<file path="src/rtl/riscv_pkg.sv">
// rtl/riscv_pkg.sv - shared unit encodings, write-back selects and widths
package riscv_pkg;
  localparam int REG_W = 5;
  localparam int CNT_W = 8;

  typedef enum logic [2:0] {
    UNIT_ALU    = 3'd0,
    UNIT_BRANCH = 3'd1,
    UNIT_MUL    = 3'd2,
    UNIT_DIV    = 3'd3,
    UNIT_LOAD   = 3'd4,
    UNIT_STORE  = 3'd5
  } unit_e;

  localparam logic [1:0] WB_EX  = 2'b00;
  localparam logic [1:0] WB_MUL = 2'b01;
  localparam logic [1:0] WB_DIV = 2'b10;
endpackage

</file>
<file path="src/rtl/issue_ctrl_if.sv">
// rtl/issue_ctrl_if.sv - ID-side decode inputs and issue/write-back decisions
interface issue_ctrl_if;
  import riscv_pkg::*;

  logic             id_valid;
  logic [2:0]       id_unit;
  logic [REG_W-1:0] id_rs1;
  logic [REG_W-1:0] id_rs2;
  logic             id_use_rs1;
  logic             id_use_rs2;
  logic [REG_W-1:0] id_dest;
  logic             is_branched;
  logic             stall;
  logic             issue;
  logic             mul_start;
  logic             div_start;
  logic [1:0]       wb_sel;
  logic [REG_W-1:0] wb_dest;
  logic [31:0]      pending;

  modport master (
    output id_valid, id_unit, id_rs1, id_rs2, id_use_rs1, id_use_rs2, id_dest, is_branched,
    input  stall, issue, mul_start, div_start, wb_sel, wb_dest, pending
  );

  modport slave (
    input  id_valid, id_unit, id_rs1, id_rs2, id_use_rs1, id_use_rs2, id_dest, is_branched,
    output stall, issue, mul_start, div_start, wb_sel, wb_dest, pending
  );
endinterface

</file>
<file path="src/rtl/lat_counter.sv">
// rtl/lat_counter.sv - latency down-counter with the dest of the in-flight op
module lat_counter
  import riscv_pkg::*;
#(
  parameter int LAT = 3
) (
  input  logic             clk,
  input  logic             reset,
  input  logic             load,
  input  logic [REG_W-1:0] load_dest,
  output logic [CNT_W-1:0] cnt,
  output logic             done,
  output logic [REG_W-1:0] dest
);
  always_ff @(posedge clk) begin
    if (reset) begin
      cnt  <= '0;
      dest <= '0;
    end else if (load) begin
      cnt  <= CNT_W'(LAT);
      dest <= load_dest;
    end else if (cnt != '0) begin
      cnt <= cnt - CNT_W'(1);
    end
  end

  assign done = (cnt == CNT_W'(1));
endmodule

</file>
<file path="src/rtl/issue_ctrl.sv">
// rtl/issue_ctrl.sv - ID-stage issue/stall/flush decision, scoreboard and WB port arbiter
module issue_ctrl
  import riscv_pkg::*;
#(
  parameter int MUL_LAT = 3,
  parameter int DIV_LAT = 33
) (
  input  logic        clk,
  input  logic        reset,
  issue_ctrl_if.slave bus
);
  logic [31:0]      pending_q;
  logic [31:0]      pending_next;
  logic [REG_W-1:0] ex_dest;
  logic [REG_W-1:0] wb_q_dest;
  logic [CNT_W-1:0] mul_cnt;
  logic [CNT_W-1:0] div_cnt;
  logic             mul_done;
  logic             div_done;
  logic [REG_W-1:0] mul_dest;
  logic [REG_W-1:0] div_dest;
  logic             is_mul;
  logic             is_div;
  logic             is_writer;
  logic             raw_haz;
  logic             waw_haz;
  logic             struct_haz;
  logic             port_haz;
  logic             stall;
  logic             issue;
  logic             mul_start;
  logic             div_start;
  logic [1:0]       wb_sel;
  logic [REG_W-1:0] wb_dest;

  assign is_mul    = (bus.id_unit == UNIT_MUL);
  assign is_div    = (bus.id_unit == UNIT_DIV);
  assign is_writer = (bus.id_dest != '0);

  assign raw_haz = (bus.id_use_rs1 && bus.id_rs1 != '0 && pending_q[bus.id_rs1]) ||
                   (bus.id_use_rs2 && bus.id_rs2 != '0 && pending_q[bus.id_rs2]);
  assign waw_haz    = is_writer && pending_q[bus.id_dest];
  assign struct_haz = (is_mul && mul_cnt > CNT_W'(1)) || (is_div && div_cnt > CNT_W'(1));
  // An op issued now reaches the WB port in the same cycle as the listed in-flight unit
  assign port_haz = (is_writer && !is_mul && !is_div &&
                     (mul_cnt == CNT_W'(2) || div_cnt == CNT_W'(2))) ||
                    (is_mul && div_cnt == CNT_W'(MUL_LAT + 1));

  assign stall     = bus.id_valid && !bus.is_branched && !reset &&
                     (raw_haz || waw_haz || struct_haz || port_haz);
  assign issue     = bus.id_valid && !stall && !bus.is_branched && !reset;
  assign mul_start = issue && is_mul;
  assign div_start = issue && is_div;

  lat_counter #(.LAT(MUL_LAT)) u_mul_cnt (
    .clk(clk), .reset(reset), .load(mul_start), .load_dest(bus.id_dest),
    .cnt(mul_cnt), .done(mul_done), .dest(mul_dest)
  );

  lat_counter #(.LAT(DIV_LAT)) u_div_cnt (
    .clk(clk), .reset(reset), .load(div_start), .load_dest(bus.id_dest),
    .cnt(div_cnt), .done(div_done), .dest(div_dest)
  );

  always_comb begin
    wb_sel  = WB_EX;
    wb_dest = ex_dest;
    if (reset) begin
      wb_sel  = WB_EX;
      wb_dest = '0;
    end else if (div_done) begin
      wb_sel  = WB_DIV;
      wb_dest = div_dest;
    end else if (mul_done) begin
      wb_sel  = WB_MUL;
      wb_dest = mul_dest;
    end
  end

  // Clear follows the regfile write of the WB occupant; a same-edge set wins
  always_comb begin
    pending_next = pending_q;
    if (wb_q_dest != '0) pending_next[wb_q_dest] = 1'b0;
    if (issue && is_writer) pending_next[bus.id_dest] = 1'b1;
  end

  always_ff @(posedge clk) begin
    if (reset) begin
      pending_q <= '0;
      ex_dest   <= '0;
      wb_q_dest <= '0;
    end else begin
      pending_q <= pending_next;
      ex_dest   <= (issue && !is_mul && !is_div) ? bus.id_dest : '0;
      wb_q_dest <= wb_dest;
    end
  end

  assign bus.stall     = stall;
  assign bus.issue     = issue;
  assign bus.mul_start = mul_start;
  assign bus.div_start = div_start;
  assign bus.wb_sel    = wb_sel;
  assign bus.wb_dest   = wb_dest;
  assign bus.pending   = reset ? 32'h0 : pending_q;
endmodule
</file>
<file path="src/flat_wrapper.sv">
// flat-port wrapper written by rule: the top's interface ports become plain ports
module issue_ctrl_flat import riscv_pkg::*;
#(
  parameter int MUL_LAT = 3,
  parameter int DIV_LAT = 33
)
  (clk, reset, bus_id_valid, bus_id_unit, bus_id_rs1, bus_id_rs2, bus_id_use_rs1, bus_id_use_rs2, bus_id_dest, bus_is_branched, bus_stall, bus_issue, bus_mul_start, bus_div_start, bus_wb_sel, bus_wb_dest, bus_pending);
  issue_ctrl_if bus_i ();
  input  logic clk;
  input  logic reset;
  input wire logic [$bits(bus_i.id_valid)-1:0] bus_id_valid;
  input wire logic [$bits(bus_i.id_unit)-1:0] bus_id_unit;
  input wire logic [$bits(bus_i.id_rs1)-1:0] bus_id_rs1;
  input wire logic [$bits(bus_i.id_rs2)-1:0] bus_id_rs2;
  input wire logic [$bits(bus_i.id_use_rs1)-1:0] bus_id_use_rs1;
  input wire logic [$bits(bus_i.id_use_rs2)-1:0] bus_id_use_rs2;
  input wire logic [$bits(bus_i.id_dest)-1:0] bus_id_dest;
  input wire logic [$bits(bus_i.is_branched)-1:0] bus_is_branched;
  output wire logic [$bits(bus_i.stall)-1:0] bus_stall;
  output wire logic [$bits(bus_i.issue)-1:0] bus_issue;
  output wire logic [$bits(bus_i.mul_start)-1:0] bus_mul_start;
  output wire logic [$bits(bus_i.div_start)-1:0] bus_div_start;
  output wire logic [$bits(bus_i.wb_sel)-1:0] bus_wb_sel;
  output wire logic [$bits(bus_i.wb_dest)-1:0] bus_wb_dest;
  output wire logic [$bits(bus_i.pending)-1:0] bus_pending;
  assign bus_i.id_valid = bus_id_valid;
  assign bus_i.id_unit = bus_id_unit;
  assign bus_i.id_rs1 = bus_id_rs1;
  assign bus_i.id_rs2 = bus_id_rs2;
  assign bus_i.id_use_rs1 = bus_id_use_rs1;
  assign bus_i.id_use_rs2 = bus_id_use_rs2;
  assign bus_i.id_dest = bus_id_dest;
  assign bus_i.is_branched = bus_is_branched;
  assign bus_stall = bus_i.stall;
  assign bus_issue = bus_i.issue;
  assign bus_mul_start = bus_i.mul_start;
  assign bus_div_start = bus_i.div_start;
  assign bus_wb_sel = bus_i.wb_sel;
  assign bus_wb_dest = bus_i.wb_dest;
  assign bus_pending = bus_i.pending;
  issue_ctrl #(.MUL_LAT(MUL_LAT), .DIV_LAT(DIV_LAT)) u_core (.clk(clk), .reset(reset), .bus(bus_i));
endmodule
</file>
<file path="config.mk">
export PLATFORM = sky130hd
export DESIGN_NAME = issue_ctrl_flat
export DESIGN_NICKNAME = d
export VERILOG_FILES = /design/src/rtl/riscv_pkg.sv /design/src/rtl/issue_ctrl_if.sv /design/src/rtl/lat_counter.sv /design/src/rtl/issue_ctrl.sv /design/src/flat_wrapper.sv
export SDC_FILE = /design/constraint.sdc
export NUM_CORES = 1
export LEC_CHECK = 0
export BUFFER_PORTS_ARGS = -buffer_cell sky130_fd_sc_hd__buf_2
export CAP_MARGIN = 20
export CORE_MARGIN = 2
export CORE_UTILIZATION = 50
export CTS_BUF_LIST = sky130_fd_sc_hd__clkbuf_8
export CTS_CLUSTER_SIZE = 16
export DETAILED_ROUTE_END_ITERATION = 7
export GPL_TIMING_DRIVEN = 0
export PLACE_DENSITY = 0.71
export SLEW_MARGIN = 25
export SYNTH_ARGS = -nofsm -noshare
export SYNTH_HDL_FRONTEND = slang
export SYNTH_HIERARCHICAL = 1
export SYNTH_SLANG_ARGS = --single-unit
export TNS_END_PERCENT = 100
</file>
<file path="constraint.sdc">
create_clock -name clk -period 6.5 [get_ports clk]
set_input_delay 0.325 -clock clk [delete_from_list [all_inputs] [get_ports clk]]
set_output_delay 0.325 -clock clk [all_outputs]
set_load 0.02 [all_outputs]
</file>
==> flow_metrics.tcl <==
set metrics [dict create \
    synth_compound_area_frac 0.165 \
    wl_um 12700 \
    p_seq_frac 0.381 \
    clock_sinks 68 \
    wl_per_cell_um 19.8 \
    synth_fa_ha_area_frac 0.0177 \
    cap_violations 0 \
    clock_path_buffers 2 \
    viasPerCell 6.38 \
    placedInstanceArea_mm2 0.00469 \
    synth-edff-count 0 \
    min_path_type "in -> reg" \
    syn_area_mm2 0.00425 \
    place_ws_ns 2.59 \
    rows 33 \
    yosysWarningCount 6 \
    synthSimpleGateAreaFrac 0.250 \
    drc 0 \
    clk_latency_ns 0.34 \
    grt_overflow 0 \
    regArea_mm2 0.00136 \
    setup-tns-final_ns 0 \
    synthTopCellsByCount "dfxtp_1 (68), nor2_1 (46), nor2b_1 (39)" \
    fin_crit_sh 0.567 \
    cts_root_buf "clkbuf_8" \
    layout-drive-gt1-share 0.243 \
    htree_levels 3 \
    ir_worst_vdd_v 0.000216 \
    ys_async_sr_fraction 0 \
    rsz0062_at_grt "false" \
    cp_slowest_cell "or4_4" \
    start_util 0.517 \
    dp_cells 625 \
    finalSetupViolCount 0 \
    synth_fp_nets 489 \
    die_x_um 96.2 \
    syn_area_per_cell_um2 9.26 \
    clkSlewWorstSetupHoldPaths_ns 0.07 \
    fin_area_mm2 0.00489 \
    synth_top_family_by_area "simple AND/OR/NAND/NOR gates" \
    finalNonFillerCells 641 \
    setup_ws_ns 2.82 \
    path_cells "or4_4 -> or4_1 -> a221oi_1 -> nor4_2 -> nand3_2 -> buf_6 -> nor4_1 -> clkbuf_1 -> nor2_1 -> o21ai_0 -> a21oi_1" \
    sw_frac_of_total 0.366 \
    gp_congestion 0.911 \
    yosysTopAreaCell "dfxtp_1" \
    yosysMostFrequentCell "dfxtp_1" \
    tightest_slew_ns 0.643 \
    ys.flop_type "dfxtp_1" \
    insertedDiodeCount 0 \
    path_class "reg -> reg" \
    critical-path-max-stage-delay_ns 0.56 \
    antenna_found_initial 0 \
    finalHoldViolations 0 \
    fp.dieArea_mm2 0.00925 \
    slew_headroom 0.571 \
    p_comb_frac 0.360 \
    power_switching_uw 504 \
    cp_data_arrival_time_ns 3.96 \
    pwr_density_cell_mw_per_mm2 282 \
    power_mw 1.38 \
    cp_max_fo 10 \
    fillCellCount 736 \
    ios 67 \
    cts-hold-fix-buffers 0 \
    ys_ff_latch 68 \
    core_region_area_mm2 0.00822 \
    outcome "finished clean" \
    hold_ws_ns 0.273 \
    fin_worst_skew_ns 0.00763 \
    grt_usage 0.285 \
    grt_first_pass_wirelength_um 19900 \
    multi_input_area_mm2 0.00265 \
    grt_max_degree 12 \
    portBuffers 61 \
    vias 4089 \
    grt_pass1_vias 3777 \
    cts_made_buffers 9 \
    fmax_ghz 0.272 \
    hpwlAfterDp_um 9440 \
    slew_viol_final 0 \
    worstPathRequired_ns 6.78 \
    post_cts_buffers 0 \
    drt_iter0_markers 444 \
    fin_util 0.595 \
    period_minus_slack_ns 3.68 \
    p_int_uw 874 \
    synth.mux.area_fraction 0.182 \
    synthDistinctLibCells 64 \
    cts_resized 0 \
    synthTopCellsByArea "dfxtp_1 (32%), mux4_2 (8.5%), mux2i_1 (6.8%), nor2b_1 (5.7%), o21ai_0 (4.4%)" \
    clkPwrFrac 0.259 \
    synth_xor_area_frac 0.00824 \
    power_leakage_nw 1.94 \
    syn_inst 459 \
    area_growth_pct 15.0 \
    firstDrtPassIters 6 \
    synth_top_area_share 0.320 \
    antenna_left 0 \
    setup.worst_path.end_class "flip-flop" \
    crit_path_start_kind "flip-flop" \
    die_h_um 96.2 \
    final_nets 561 \
    cts_tree "built" \
    synth-seq-area-share 0.320 \
]
## cells by family after synthesis
logic type,Yosys count
AND/OR/NAND/NOR,188
AO/OA/AOI/OAI,99
flip-flops,68
multiplexers,52
buffers and inverters,42
adder cells (fa/ha/maj),6
XOR/XNOR,4
## path summary, 6_finish.rpt
kind                                               start                  endpoint  slack, ns  cells after the start
worst max register to register   u_core/u_div_cnt/cnt[6]   u_core/u_mul_cnt/cnt[5]       2.82                     11
worst min register to register  u_core/u_mul_cnt/dest[3]  u_core/u_mul_cnt/dest[3]       0.50                      2
worst max-delay path             u_core/u_div_cnt/cnt[6]   u_core/u_mul_cnt/cnt[5]       2.82                     11
worst min-delay path                      bus_id_dest[1]  u_core/u_mul_cnt/dest[1]       0.27                      3
## critical path: cells and delay by family (launching register included)
kind	cells	cell delay [ns]
AND/OR/NAND/NOR	6	1.80
flip-flops	1	0.36
AO/OA/AOI/OAI	3	0.98
buffers and inverters	2	0.48
## state kept, by name (all words and copies together), names as in the netlist
signal,flops
u_core/ex_dest,5
u_core/u_div_cnt/dest,5
u_core/pending_q,32
u_core/u_div_cnt/cnt,8
u_core/u_mul_cnt/dest,5
u_core/wb_q_dest,5
u_core/u_mul_cnt/cnt,8
## power by group through the flow
stage          registers, mW  clock network, mW  logic (mW)
3_3_place_gp           0.531                  0       0.476
4_1_cts                0.524              0.361       0.491
2_1_floorplan          0.514                  0       0.388
5_1_grt                0.535              0.377       0.548
3_5_place_dp           0.533                  0       0.488
6_report               0.525              0.356       0.497
## layer usage
layer	global-route usage	vias up	routed length, um
li1	-	1874	-
met1	0.363	1959	5210
met2	0.470	219	6040
met3	0.0548	37	1090
met4	0.124	0	346
met5	0	-	0
## final cells by class
cell class,instances,area share
clock inverters,5,0.0105
well taps,105,0.0269
plain buffers,33,0.0415
multi-input cells,349,0.542
flip-flops and latches,68,0.278
repair buffers,61,0.0625
clock buffers,11,0.0310
inverters,9,0.00691
## cells in the final DEF, fill, tap and decap left out, types with 10 or more instances in the layout
cell type  count
buf_2         65
clkbuf_8      13
clkbuf_1      15
o21ai_0       37
dfxtp_1       68
nor2b_1       39
mux4_2        16
o31ai_1       10
mux2i_1       29
nand2_1       24
inv_1         10
o41ai_1       20
nor2_1        46
(Power assumes the default switching activity.)
